[config.mk]
export PLATFORM = sky130hd
export DESIGN_NAME = apb_mem_slave
export DESIGN_NICKNAME = d
export VERILOG_FILES = /design/src/rtl/apb_mem_slave.sv
export SDC_FILE = /design/constraint.sdc
export NUM_CORES = 1
export LEC_CHECK = 0
export CAP_MARGIN = 10
export CORE_MARGIN = 2
export CORE_UTILIZATION = 50
export CTS_CLUSTER_SIZE = 20
export DETAILED_ROUTE_END_ITERATION = 12
export HOLD_SLACK_MARGIN = 0.15
export PLACE_DENSITY = 0.74
export SYNTH_ARGS = -nofsm -noshare
export SYNTH_HDL_FRONTEND = slang
export SYNTH_SLANG_ARGS = --single-unit
[constraint.sdc]
create_clock -name pclk -period 4.12 [get_ports pclk]
set_clock_uncertainty 0.05 [all_clocks]
set_input_delay 0.412 -clock pclk [delete_from_list [all_inputs] [get_ports pclk]]
set_output_delay 0.412 -clock pclk [all_outputs]
set_load 0.05 [all_outputs]
[src/rtl/apb_mem_slave.sv]
// ============================================================================
// apb_mem_slave : APB slave with a DEPTH x 16-bit register memory and wait states
// Revision 1.0 : initial release
// ============================================================================
`default_nettype none

module apb_mem_slave #(
  parameter int DEPTH       = 64,
  parameter int WAIT_STATES = 2
) (
  input  logic        pclk,
  input  logic        preset,
  input  logic        psel,
  input  logic        penable,
  input  logic        pwrite,
  input  logic [7:0]  paddr,
  input  logic [15:0] pw_data,
  output logic [15:0] pr_data,
  output logic        pready,
  output logic        pslverr
);

  localparam int AW = (DEPTH > 1) ? $clog2(DEPTH) : 1;

  typedef enum logic [1:0] {
    IDLE       = 2'd0,
    SETUP_SEEN = 2'd1,
    ACCESS     = 2'd2
  } state_t;

  state_t      state_q, state_d;
  logic [3:0]  cnt_q, cnt_d;
  logic [7:0]  addr_q, addr_d;
  logic        write_q, write_d;
  logic [15:0] wdata_q, wdata_d;
  logic        pready_q, pready_d;
  logic        pslverr_q, pslverr_d;
  logic [15:0] rdata_q, rdata_d;
  logic [15:0] mem_q [DEPTH];

  logic          mem_we;
  logic [AW-1:0] mem_waddr;
  logic [15:0]   mem_wdata;

  function automatic logic in_range(input logic [7:0] a);
    return ({1'b0, a} < 9'(DEPTH));
  endfunction

  // Out-of-range reads return zero rather than an aliased word.
  function automatic logic [15:0] read_word(input logic [7:0] a);
    return in_range(a) ? mem_q[a[AW-1:0]] : 16'h0000;
  endfunction

  always_comb begin
    state_d   = state_q;
    cnt_d     = cnt_q;
    addr_d    = addr_q;
    write_d   = write_q;
    wdata_d   = wdata_q;
    pready_d  = pready_q;
    pslverr_d = pslverr_q;
    rdata_d   = rdata_q;
    mem_we    = 1'b0;
    mem_waddr = addr_q[AW-1:0];
    mem_wdata = wdata_q;

    case (state_q)
      IDLE: begin
        if (psel && !penable) begin
          state_d = SETUP_SEEN;
          addr_d  = paddr;
          write_d = pwrite;
          wdata_d = pw_data;
          cnt_d   = 4'(WAIT_STATES);
          if (WAIT_STATES == 0) begin
            pready_d  = 1'b1;
            pslverr_d = !in_range(paddr);
            if (!pwrite) rdata_d = read_word(paddr);
          end
        end
      end
      SETUP_SEEN, ACCESS: begin
        if (!psel) begin
          state_d   = IDLE;
          cnt_d     = 4'd0;
          pready_d  = 1'b0;
          pslverr_d = 1'b0;
        end else if (penable) begin
          if (pready_q) begin
            state_d   = IDLE;
            pready_d  = 1'b0;
            pslverr_d = 1'b0;
            mem_we    = write_q && in_range(addr_q);
          end else begin
            // The SETUP_SEEN->ACCESS edge is the first counted access cycle.
            state_d = ACCESS;
            if (cnt_q != 4'd0) begin
              cnt_d = cnt_q - 4'd1;
              if (cnt_q == 4'd1) begin
                pready_d  = 1'b1;
                pslverr_d = !in_range(addr_q);
                if (!write_q) rdata_d = read_word(addr_q);
              end
            end
          end
        end
      end
      default: state_d = IDLE;
    endcase
  end

  always_ff @(posedge pclk) begin
    if (preset) begin
      state_q   <= IDLE;
      cnt_q     <= 4'd0;
      addr_q    <= 8'h00;
      write_q   <= 1'b0;
      wdata_q   <= 16'h0000;
      pready_q  <= 1'b0;
      pslverr_q <= 1'b0;
      rdata_q   <= 16'h0000;
      for (int i = 0; i < DEPTH; i++) mem_q[i] <= 16'h0000;
    end else begin
      state_q   <= state_d;
      cnt_q     <= cnt_d;
      addr_q    <= addr_d;
      write_q   <= write_d;
      wdata_q   <= wdata_d;
      pready_q  <= pready_d;
      pslverr_q <= pslverr_d;
      rdata_q   <= rdata_d;
      if (mem_we) mem_q[mem_waddr] <= mem_wdata;
    end
  end

  assign pr_data = rdata_q;
  assign pready  = pready_q;
  assign pslverr = pslverr_q;

endmodule

`default_nettype wire

==> metrics.cfg, run 1 <==
[yosys]
synth_area_sq_mm=0.0488
synth_edf_count=1024
syn_area_per_cell_sq_um=14.8
ys_ff_latch=1079
synthTopCellsByCount=and2_1, edfxtp_1, mux4_2, clkbuf_1, nand2_1
yosysMostFrequentCell=and2_1
ys_top_cells_by_area=edfxtp_1, and2_1, mux4_2, dfxtp_1, clkbuf_1
ys_seq_area_frac=0.652
yosys.area.top_type=edfxtp_1
yosys.area.top_type_share=0.630
ys.flop_type=edfxtp_1
syn_inst=3290
synth_nets=3323
async_flop_share=0
netlist-cell-type-count=51
ys_warn_count=0

[pwr]
p_seq_frac=0.540
swShare=0.222
clockPowerShare=0.407
vdd_drop_max_v=0.000377
switching_power_mw=5.18
internal_power_mw=18.2
combPwrFrac=0.053
p_leak_nw=19.4
powerDensity_mw_per_mm2=432

[grt]
grt.total_usage=0.248
grt_max_degree=69
grt_pass1_wl_microns=179000
grt-ovfl-total=0
grt_pass1_vias=26600
antenna_found_initial=2

[placed_design]
gp_congestion=0.905
place_area_sq_mm=0.0507
portBuffers=46
dp_hpwl_microns=78400

[cells_and_area]
stdcell_area_sq_mm=0.0541
nets=3291
register_area_sq_mm=0.0319
fill_cells=7417
syn2layout_area_growth_pct=10.8
final_util=0.559
layout-drive-gt1-share=0.187
antenna_cells=0
multi_input_area_sq_mm=0.0158

[clock_network]
cts_max_level=3
cts-root-buf=clkbuf_16
clock_latency_ps=670
clock-sinks=1079
cts_resized=0
cts_hold_buf=0
cts_buffers=103
clock_path_buffers=3
clk_pin_slew_ps=70
post_cts_buffers=0
cts_tree=built

[hold_path]
worst_hold_path_type=primary input to flip-flop

[critical_path]
path_class=flip-flop to flip-flop
start_kind=flip-flop
cp.required_ps=4670
cp_max_fo=16
cp.arrival_ps=4150
cp-end-kind=flip-flop

[routing]
drt_wl_total_microns=123000
vias=27200
drc=0
first_pass_iters=9
avgViaCountPerCell=5.90
post_drt_wl_per_cell_microns=26.5
drt_iter0_drc=3699
antenna_left=0

[floorplanning]
start_util=0.505
ios=47
die_h_microns=317
die_width_microns=317
dieArea_sq_mm=0.100
coreArea_sq_mm=0.0967
rows=114

[sta]
setup_viol_count_final=0
fmax_mhz=278
worst_slew_pin_slew_ps=1240
timing.final.crit_period_ps=3600
rsz0062_at_grt=false
slew_headroom=0.176
tns_ps=0
period_share=0.873
final_hold_viol_count=0
slew_violations=0

[status]
outcome=finished, final reports clean

[job]
cap_viol_max_count=0

cell usage in the layout (no fill, tap or decap), drive strengths merged, types with 4 or more instances in the layout:
cell	n
clkbuf	123
mux2i	74
nand2	172
dfxtp	55
a2111oi	26
clkinv	45
or2	66
clkinvlp	8
and2	1025
mux4	255
nor3	30
inv	20
edfxtp	1024
nor2	102
nand3b	7
ha	4
nand3	20
a22oi	16
a21oi	33
nor2b	4
nand2b	4
o22ai	32
clkdlybuf4s50	45
bufinv	11
o21ai	6
buf	108
state kept, by name (all words and copies together) (netlist names), named ones only:
| name | flops |
|---|---|
| pready | 1 |
| cnt_q | 4 |
| addr_q | 8 |
| state_q | 2 |
| write_q | 1 |
| mem_wdata | 16 |
| pslverr | 1 |
| pr_data | 16 |
| mem_q | 1024 |
kinds of logic after synthesis:
logic type,count (synthesis),synth area share
AND/OR/NAND/NOR,1443,0.171
flip-flops,1079,0.652
multiplexers,331,0.133
buffers and inverters,306,0.0247
AO/OA/AOI/OAI,127,0.0179
adder cells (fa/ha/maj),4,0.00102
through the flow:
step	hold slack (ps)	worst slack (ps)	std cells	power [mW]
6_report	224	523	4621	23.4
4_1_cts	200	637	4620	23.4
2_1_floorplan	406	1610	3290	13.5
3_5_place_dp	436	601	4428	14.1
3_3_place_gp	425	398	4426	14.0
5_1_grt	243	520	4621	23.9
final timing paths:
check	slack, ps	startpoint	depth (start not counted)	to
setup / recovery	520	cnt_q[0]	7	pr_data[15]
hold / removal	220	pw_data[2]	3	mem_wdata[2]
setup reg to reg	520	cnt_q[0]	7	pr_data[15]
hold reg to reg	450	addr_q[7]	2	addr_q[7]
power by group through the flow:
stage | registers [mW] | clock network [mW] | logic (mW)
after floorplan | 12.6 | 0 | 0.888
after global placement | 12.8 | 0 | 1.20
after detailed placement | 12.8 | 0 | 1.22
after CTS | 12.6 | 9.57 | 1.22
after global routing | 12.7 | 10.0 | 1.28
final | 12.6 | 9.52 | 1.23
routing by layer:
metal  part of all wire  global-route usage
met4              0.040              0.0882
met5                  0                   0
met3               0.10              0.0466
met2               0.47               0.390
met1               0.39               0.349
layout make-up:
cell class              instances  share of cell area
multi-input cells            1905               0.292
clock buffers                 122              0.0501
well taps                    1276              0.0295
clock inverters                70              0.0124
flip-flops and latches       1079               0.590
inverters                      14            0.000972
repair buffers                155              0.0256
worst max-delay path, stage by stage (launching register included):
cell and delay [ps]:
dfxtp_1 360, inv_1 100, ha_1 210, or4b_4 520, or3_1 690, a2111oi_0 1070, a2111oi_0 340, nand3_1 170
No activity file was read; power rests on OpenSTA's default activity.
==> run 2, diff against run 1 <==
Settings changed: CAP_MARGIN 10 to 20.
==> run 2 against run 1 <==
Core utilization increased by 0.19 points. Register-to-register slack improved by 20 ps. First-iteration DRC count decreased by 9.9%. Combinational power about the same. Largest power group unchanged.
==> metrics.cfg, run 2 (same netlist as run 1, synthesis figures left out) <==
[cells_and_area]
nets=3295  ; was 3291
final_util=0.561  ; was 0.559
layout-drive-gt1-share=0.182  ; was 0.187
largest_register_ffs=1024  ; unchanged
mostFrequentLayoutCells=and2_1, edfxtp_1, mux4_2  ; unchanged
mostFrequentLayoutCell=and2_1  ; unchanged
top_register=mem_q  ; unchanged
syn2layout_area_growth_pct=11.1  ; was 10.8%
fill_cells=7407  ; was 7417

[status]
outcome=finished, final reports clean  ; unchanged

[critical_path]
cp_max_fo=16  ; unchanged
cp-end-kind=flip-flop  ; unchanged
path_class=flip-flop to flip-flop  ; unchanged
slowest_stage=a2111oi_0  ; unchanged
start_kind=flip-flop  ; unchanged
cp_common_cell=a2111oi_0  ; unchanged
critical_path.max_stage_delay_ps=1030  ; was 1070 ps
cp.arrival_ps=4130  ; was 4150 ps
critPathTopFamily=simple AND/OR/NAND/NOR gates  ; was compound AO/OA/AOI/OAI gates
path_cells=inv_1 -> ha_1 -> or4b_4 -> or3_1 -> a2111oi_0 -> a2111oi_0 -> nand3_1  ; unchanged
critPathBufInv=1  ; unchanged
cp.required_ps=4670  ; about the same

[job]
cap_viol_max_count=0  ; unchanged

[floorplanning]
die_h_microns=317  ; unchanged
die_width_microns=317  ; unchanged
dieArea_sq_mm=0.100  ; unchanged
coreArea_sq_mm=0.0967  ; unchanged
start_util=0.505  ; unchanged
rows=114  ; unchanged
ios=47  ; unchanged

[grt]
top_usage_layer=met2  ; unchanged
use_met3=0.0428  ; was 0.0466
grtUsageMet1=0.349  ; about the same
grtUsageMet2=0.394  ; was 0.390
grt_max_degree=69  ; unchanged
grt.total_usage=0.247  ; was 0.248
antenna_found_initial=0  ; was 2
grt-ovfl-total=0  ; unchanged
grt_pass1_vias=26500  ; was 26600
grt_pass1_wl_microns=179000  ; about the same

[pwr]
p_leak_nw=19.5  ; was 19.4 nW
vdd_drop_max_v=0.000344  ; was 0.000377 V
powerDensity_mw_per_mm2=436  ; was 432 mW/mm^2

[sta]
timing.final.crit_period_ps=3580  ; was 3600 ps
period_share=0.869  ; was 0.873
fmax_mhz=279  ; was 278 MHz
slew_violations=0  ; unchanged
slew_headroom=0.245  ; was 0.176
tns_ps=0  ; unchanged
hold_ws_ps=229  ; was 224 ps
worst_slew_pin_slew_ps=1130  ; was 1240 ps
setup_viol_count_final=0  ; unchanged
final_hold_viol_count=0  ; unchanged
rsz0062_at_grt=false  ; unchanged

[routing]
drt_wl_total_microns=122000  ; was 123000 microns
vias=27200  ; about the same
drc=0  ; unchanged
antenna_left=0  ; unchanged
first_pass_iters=5  ; was 9
post_drt_wl_per_cell_microns=26.4  ; was 26.5 microns
drt_iter0_drc=3332  ; was 3699
avgViaCountPerCell=5.87  ; was 5.90

[clock_network]
cts_hold_buf=0  ; unchanged
post_cts_buffers=0  ; unchanged
cts_max_level=3  ; unchanged
clock_latency_ps=670  ; about the same
cts-root-buf=clkbuf_16  ; unchanged
clk_pin_slew_ps=70  ; about the same
cts_tree=built  ; unchanged
clock-sinks=1079  ; unchanged
clock_path_buffers=3  ; unchanged
cts_resized=0  ; unchanged
cts_buffers=103  ; unchanged

[placed_design]
dp_hpwl_microns=78600  ; was 78400 microns
portBuffers=46  ; unchanged
gp_congestion=0.905  ; unchanged

[hold_path]
worst_hold_path_type=primary input to flip-flop  ; unchanged

==> run 2: worst paths after layout <==
check | cells past startpoint | startpoint | slack (ps) | to
worst max-delay path | 7 | cnt_q[0] | 540 | pr_data[15]
worst min-delay path | 3 | pw_data[2] | 230 | mem_wdata[2]
worst max register to register | 7 | cnt_q[0] | 540 | pr_data[15]
worst min register to register | 2 | addr_q[7] | 450 | addr_q[7]
==> run 2: layout make-up <==
class	instances	area, sq um	area share
inverters	14	52.6	0.000968
repair buffers	159	1460	0.0270
well taps	1276	1600	0.0294
flip-flops and latches	1079	31900	0.588
clock inverters	64	759	0.0140
diodes	2	5.00	0.0000922
multi-input cells	1905	15800	0.291
clock buffers	127	2720	0.0501
==> run 2: worst reg2reg max path, stage by stage, from the launching register on <==
cell       delay [ps]
dfxtp_1           360
inv_1              90
ha_1              210
or4b_4            520
or3_1             700
a2111oi_0        1050
a2111oi_0         350
nand3_1           180
==> run 2: routing by layer <==
metal  vias to the layer above  share of wire
met4                         0          0.034
li1                      11900              -
met3                       211          0.094
met5                         -              0
met1                     13700           0.40
met2                      1376           0.47
==> run 2: power by group <==
| group | total, mW | switching (mW) | internal, mW |
|---|---|---|---|
| Clock | 9.81 | 4.06 | 5.75 |
| Combinational | 1.25 | 0.770 | 0.478 |
| Sequential | 12.6 | 0.283 | 12.3 |
| Total | 23.7 | 5.11 | 18.5 |
==> run 2: per-stage QoR <==
step	std cells	worst slack (ps)	cell area (sq um)	power (mW)
finish	4626	540	54300	23.7
global route	4624	502	54300	24.2
CTS	4621	693	54200	23.7
detailed placement	4430	667	50700	14.1
global placement	4426	398	50700	14.0
floorplan	3290	1610	48800	13.5
